`config.mk`:
```
export PLATFORM = sky130hd
export DESIGN_NAME = door_lock_controller
export DESIGN_NICKNAME = d
export VERILOG_FILES = /design/src/rtl/door_lock_pkg.sv /design/src/rtl/lock_timer.sv /design/src/rtl/door_lock_controller.sv
export SDC_FILE = /design/constraint.sdc
export NUM_CORES = 1
export LEC_CHECK = 0
export CELL_PAD_IN_SITES_DETAIL_PLACEMENT = 1
export CELL_PAD_IN_SITES_GLOBAL_PLACEMENT = 1
export CORE_ASPECT_RATIO = 0.6
export CORE_MARGIN = 5
export CORE_UTILIZATION = 44
export DETAILED_ROUTE_END_ITERATION = 10
export PLACE_DENSITY = 0.84
export SYNTH_ARGS = -nofsm -noshare
export SYNTH_HDL_FRONTEND = slang
export SYNTH_SLANG_ARGS = --single-unit
```
`constraint.sdc`:
```
create_clock -name clk -period 2.1 [get_ports clk]
set_clock_uncertainty 0.15 [all_clocks]
set_input_delay 0.315 -clock clk [delete_from_list [all_inputs] [get_ports clk]]
set_output_delay 0.315 -clock clk [all_outputs]
set_load 0.01 [all_outputs]
```
`src/rtl/door_lock_pkg.sv`:
```
// Shared types and key decoding for the keypad door lock.
// Combinational definitions only; no timing or flow control.
package door_lock_pkg;

   typedef enum logic [2:0] {
      ST_IDLE     = 3'd0,
      ST_ENTRY    = 3'd1,
      ST_CHECK    = 3'd2,
      ST_UNLOCKED = 3'd3,
      ST_LOCKOUT  = 3'd4
   } state_e;

   localparam logic [3:0] KEY_CLEAR = 4'hE;
   localparam logic [3:0] KEY_ENTER = 4'hF;

   function automatic logic is_digit(input logic [3:0] code);
      return code <= 4'd9;
   endfunction

endpackage

```
`src/rtl/lock_timer.sv`:
```
// Loadable down-counter shared by the lockout and relock paths; load wins over en.
// zero is combinational from the count register; the counter holds at 0.
module lock_timer #(
   parameter int W = 6
) (
   input  logic         clk,
   input  logic         rst_n,
   input  logic         load,
   input  logic [W-1:0] load_value,
   input  logic         en,
   output logic         zero
);

   logic [W-1:0] count_q;
   logic [W-1:0] count_d;

   always_comb begin
      count_d = count_q;
      if (load) begin
         count_d = load_value;
      end else if (en && (count_q != '0)) begin
         count_d = count_q - 1'b1;
      end
   end

   always_ff @(posedge clk or negedge rst_n) begin
      if (!rst_n) begin
         count_q <= '0;
      end else begin
         count_q <= count_d;
      end
   end

   assign zero = (count_q == '0);

endmodule

```
`src/rtl/door_lock_controller.sv`:
```
// Keypad lock FSM: PIN entry, one-cycle CHECK, unlocked relock timer and wrong-try lockout.
// Outputs registered: enter sampled at edge k gives locked/unlock_ok/bad_pin after edge k+1.
module door_lock_controller
   import door_lock_pkg::*;
#(
   parameter int                      PIN_DIGITS     = 4,
   parameter logic [4*PIN_DIGITS-1:0] PIN            = 16'h1234,
   parameter int                      MAX_TRIES      = 3,
   parameter int                      LOCKOUT_CYCLES = 64,
   parameter int                      RELOCK_CYCLES  = 32
) (
   input  logic       clk,
   input  logic       rst_n,
   input  logic       key_valid,
   input  logic [3:0] key_code,
   input  logic       lock_cmd,
   input  logic       magnetic_sensor,
   output logic       locked,
   output logic       unlock_ok,
   output logic       bad_pin,
   output logic       lockout
);

   localparam int BUF_W   = 4 * PIN_DIGITS;
   localparam int CNT_W   = $clog2(PIN_DIGITS + 1);
   localparam int TRIES_W = $clog2(MAX_TRIES + 1);
   localparam int TMR_MAX = (LOCKOUT_CYCLES > RELOCK_CYCLES) ? LOCKOUT_CYCLES : RELOCK_CYCLES;
   localparam int TMR_W   = $clog2(TMR_MAX);

   state_e             state_q, state_d;
   logic [BUF_W-1:0]   entry_q, entry_d;
   logic [CNT_W-1:0]   cnt_q, cnt_d;
   logic               ovf_q, ovf_d;
   logic [TRIES_W-1:0] tries_q, tries_d;
   logic               locked_q, locked_d;
   logic               unlock_ok_q, unlock_ok_d;
   logic               bad_pin_q, bad_pin_d;
   logic               lockout_q, lockout_d;

   logic               tmr_load;
   logic [TMR_W-1:0]   tmr_val;
   logic               tmr_en;
   logic               tmr_zero;
   logic               match;

   lock_timer #(.W(TMR_W)) u_timer (
      .clk        (clk),
      .rst_n      (rst_n),
      .load       (tmr_load),
      .load_value (tmr_val),
      .en         (tmr_en),
      .zero       (tmr_zero)
   );

   assign match = (cnt_q == CNT_W'(PIN_DIGITS)) && !ovf_q && (entry_q == PIN);

   always_ff @(posedge clk or negedge rst_n) begin
      if (!rst_n) begin
         state_q     <= ST_IDLE;
         entry_q     <= '0;
         cnt_q       <= '0;
         ovf_q       <= 1'b0;
         tries_q     <= '0;
         locked_q    <= 1'b1;
         unlock_ok_q <= 1'b0;
         bad_pin_q   <= 1'b0;
         lockout_q   <= 1'b0;
      end else begin
         state_q     <= state_d;
         entry_q     <= entry_d;
         cnt_q       <= cnt_d;
         ovf_q       <= ovf_d;
         tries_q     <= tries_d;
         locked_q    <= locked_d;
         unlock_ok_q <= unlock_ok_d;
         bad_pin_q   <= bad_pin_d;
         lockout_q   <= lockout_d;
      end
   end

   always_comb begin
      state_d  = state_q;
      entry_d  = entry_q;
      cnt_d    = cnt_q;
      ovf_d    = ovf_q;
      tries_d  = tries_q;
      tmr_load = 1'b0;
      tmr_val  = '0;
      tmr_en   = 1'b0;
      unique case (state_q)
         ST_IDLE, ST_ENTRY: begin
            if (key_valid) begin
               if (is_digit(key_code)) begin
                  entry_d = (entry_q << 4) | BUF_W'(key_code);
                  if (cnt_q < CNT_W'(PIN_DIGITS)) begin
                     cnt_d = cnt_q + 1'b1;
                  end else begin
                     ovf_d = 1'b1;
                  end
                  state_d = ST_ENTRY;
               end else if (key_code == KEY_CLEAR) begin
                  entry_d = '0;
                  cnt_d   = '0;
                  ovf_d   = 1'b0;
                  state_d = ST_IDLE;
               end else if (key_code == KEY_ENTER) begin
                  state_d = ST_CHECK;
               end
            end
         end
         ST_CHECK: begin
            entry_d = '0;
            cnt_d   = '0;
            ovf_d   = 1'b0;
            if (match) begin
               state_d  = ST_UNLOCKED;
               tries_d  = '0;
               tmr_load = 1'b1;
               tmr_val  = TMR_W'(RELOCK_CYCLES - 1);
            end else begin
               if (tries_q < TRIES_W'(MAX_TRIES)) begin
                  tries_d = tries_q + 1'b1;
               end
               if (tries_q == TRIES_W'(MAX_TRIES - 1)) begin
                  state_d  = ST_LOCKOUT;
                  tmr_load = 1'b1;
                  tmr_val  = TMR_W'(LOCKOUT_CYCLES - 1);
               end else begin
                  state_d = ST_IDLE;
               end
            end
         end
         ST_UNLOCKED: begin
            // An open door keeps re-arming the timer and blocks lock_cmd.
            if (!magnetic_sensor) begin
               tmr_load = 1'b1;
               tmr_val  = TMR_W'(RELOCK_CYCLES - 1);
            end else if (lock_cmd || tmr_zero) begin
               state_d = ST_IDLE;
            end else begin
               tmr_en = 1'b1;
            end
         end
         ST_LOCKOUT: begin
            if (tmr_zero) begin
               state_d = ST_IDLE;
               tries_d = '0;
            end else begin
               tmr_en = 1'b1;
            end
         end
         default: state_d = ST_IDLE;
      endcase
   end

   always_comb begin
      locked_d    = (state_d != ST_UNLOCKED);
      lockout_d   = (state_d == ST_LOCKOUT);
      unlock_ok_d = (state_q == ST_CHECK) && match;
      bad_pin_d   = (state_q == ST_CHECK) && !match;
   end

   assign locked    = locked_q;
   assign unlock_ok = unlock_ok_q;
   assign bad_pin   = bad_pin_q;
   assign lockout   = lockout_q;

endmodule

```
==> flow_summary_export.csv, run 1 <==
group,metric,value,unit
clocking,cts_tree,"done",
pwr,power.switching,0.591,mW
pwr,power_frac_clock,29.0,%
global_routing,grt_max_degree,36,
routing,vias_per_cell,5.65,
critical_path,cp-end-kind,"flop",
run_status,status,"complete, no violations",
global_routing,overflow,0,
timing,totalNegativeSetupSlack,0,ns
routing,antenna_left,0,
timing,slew_headroom,69.1,%
routing,drt_iter0_markers,73,
critical_path,crit_chain,"or3_4 -> or3b_1 -> nand3_1 -> xor2_1 -> nand2_1",
placed_design,io_buffers,12,
critical_path,critical_path.slowest_cell,"or3b_1",
synth,synthArstFlopShare,100,%
clocking,clock_latency,0.29,ns
cells_and_area,utilization,55.5,%
cells_and_area,layout_commonest_cell,"nand2_1",
critical_path,crit_arrival,2.09,ns
synth,synth_area,1690,um^2
cells_and_area,layout-drive-gt1-share,13.8,%
timing,rsz0062_at_grt,"true",
critical_path,start_kind,"flop",
timing,max_freq,485,MHz
cells_and_area,synthToLayoutAreaGrowth,21.2,%
synth,synth_ff_type,"dfrtp_1",
clocking,htree_num_levels,2,
timing,fin_crit_sh,98.1,%
synth,ys_seq_area_share,51.8,%
clocking,cts_buffer_depth,2,
clocking,holdBufCountCts,0,
global_routing,track_usage,18.6,%
critical_path,required,2.13,ns
critical_path,critPathKind,"flop to flop",
timing,tightest_slew,0.464,ns
synth,synth-seq-cells,35,
pwr,p_int,1.28,mW
synth,synth_nets,194,
critical_path,r2r_cells,5,
timing,maxSlewViolCount,0,
cells_and_area,layout_common_cells,"41 x nand2_1, 34 x dfrtp_1, 20 x o21ai_1",
critical_path,critPathMaxStageDelay,0.49,ns
clocking,cts_buffers,5,
clocking,clock_sinks,35,
run,maxCapViolations,0,
die,start_util,45.8,%
die,io_pins,13,
routing,drt_pre_antenna_iters,4,
timing,hold_viol,0,
routing,drt-total-wl,4580,um
die,rows,17,
synth,synth_warnings,0,
clocking,ctsRootBufferMaster,"clkbuf_8",
clocking,clkTransAtPathRegs,0.08,ns
die,fp.dieH,58.1,um
cells_and_area,antenna_cells,0,
placed_design,place.gp.congestion,0.790,
critical_path,cp_max_fo,7,
global_routing,antenna_found_initial,0,
routing,wire_per_inst,18.3,um
cells_and_area,final_nets,216,
synth,synth_area_per_cell,9.41,um^2
global_routing,grt_pass1_wl,7670,um
pwr,swShare,31.6,%
synth,syn_inst,180,
global_routing,grt_pass1_vias,1465,
pwr,power_frac_seq,48.5,%
pwr,leakagePower,0.879,nW
placed_design,hpwl,3280,um
timing,finalSetupViolCount,0,
pwr,ir_drop,0.404,mV
placed_design,dp.cells,242,
cells_and_area,final_cells,250,
synth,synth_edf_count,0,
die,die_width,90.1,um
die,core,3700,um^2
routing,drcViolationCount,0,
routing,vias,1413,
worst_hold_path,min_path_type,"primary input to asynchronous set/reset pin",
synth,ys_types,45,
timing,whs,0.294,ns
pwr,p_comb_share,22.5,%
die,dieArea,5230,um^2
pwr,power_density,912,nW/um^2
timing,period_needed,2.06,ns
-- cell families (layout without fill, tap and decap cells) --
kind of cell,after synthesis,after routing,share of synthesized area [%]
and+or+nand+nor,76,76,21.7
buffers and inverters,15,38,4.06
xor gates and xnor gates,4,4,2.07
adders and majority gates,5,5,3.69
DFF,35,35,51.8
muxes,2,2,1.18
AOI/OAI and AO/OA,43,43,15.5
-- Yosys cell counts, drive strengths merged, types with 3 or more instances --
cell    n  area (um^2)
a21oi   5         25.0
buf     5         31.3
dfrtp  34          851
ha      5         62.6
inv     8         30.0
nand2  42          160
nand3   4         20.0
nand4   4         25.0
nor2    6         22.5
nor2b   4         25.0
nor3    3         15.0
o21ai  22          110
xor2    3         26.3
-- critical path: cells and delay by family (launching register included) --
family / cells / cell delay [ns]
XOR/XNOR: 1 / 0.18
AND/OR/NAND/NOR: 4 / 1.17
flip-flops: 1 / 0.46
-- state kept, by name, summed over array words and instances (netlist names) --
name             cells
bad_pin              1
state_q              3
entry_q             16
ovf_q                1
tries_q              2
unlock_ok            1
cnt_q                3
locked               1
lockout              1
u_timer.count_q      6
-- layer usage --
metal,vias up,global-route usage (%),part of all wire [%]
met5,-,0,0
met2,32,28.6,44
li1,661,-,-
met1,713,25.2,50
met4,0,6.58,1.4
met3,7,5.32,4.5
-- power by group through the flow --
stage          clock network [mW]  logic [mW]  registers [mW]
2_1_floorplan                   0       0.280           0.870
3_3_place_gp                    0       0.359           0.896
3_5_place_dp                    0       0.398           0.911
4_1_cts                     0.560       0.411           0.901
5_1_grt                     0.593       0.475           0.923
6_report                    0.543       0.421           0.908
-- final cells by class --
| type | count | area [um^2] |
|---|---|---|
| repair buffers | 22 | 199 |
| inverters | 8 | 30.0 |
| flip-flops and latches | 35 | 877 |
| multi-input cells | 130 | 788 |
| clock buffers | 8 | 100 |
| well taps | 47 | 58.8 |
| fillers | 425 | 1650 |
-- per-stage QoR --
stage	instance area [um^2]	power [mW]	setup slack, ns
floorplan	1690	1.15	0.257
global placement	1910	1.26	0.112
detailed placement	1910	1.31	-0.0414
CTS	2020	1.87	0.0118
global route	2050	1.99	-0.0440
finish	2050	1.87	0.0390
-- worst paths after layout --
kind / end / startpoint / slack (ns)
max in group asynchronous: locked / rst_n / 1.15
worst max register to register: u_timer.count_q[2] / u_timer.count_q[2] / 0.04
worst min register to register: entry_q[14] / entry_q[14] / 0.37
worst max-delay path: u_timer.count_q[2] / u_timer.count_q[2] / 0.04
min in group clk: entry_q[14] / entry_q[14] / 0.37
worst min-delay path: entry_q[7] / rst_n / 0.29
-- timing repair --
| action | CTS | global route |
|---|---|---|
| endpoints found under the setup margin | 2 | 7 |
| setup buffers | 0 | 0 |
| pin swaps | 1 | 3 |
| endpoints found under the hold margin | 0 | 0 |
| resized for setup | 2 | 7 |
Note: power is estimated with default switching activity, not from simulation.
==> inputs of run 2 (changes only) <==
==> constraint.sdc (replaced) <==
create_clock -name clk -period 2.1 [get_ports clk]
set_clock_uncertainty 0.15 [all_clocks]
set_input_delay 0.315 -clock clk [delete_from_list [all_inputs] [get_ports clk]]
set_output_delay 0.315 -clock clk [all_outputs]
set_load 0.005 [all_outputs]
==> results of run 2 <==
The final DEF is identical to that of run 1. Status: complete, no violations.
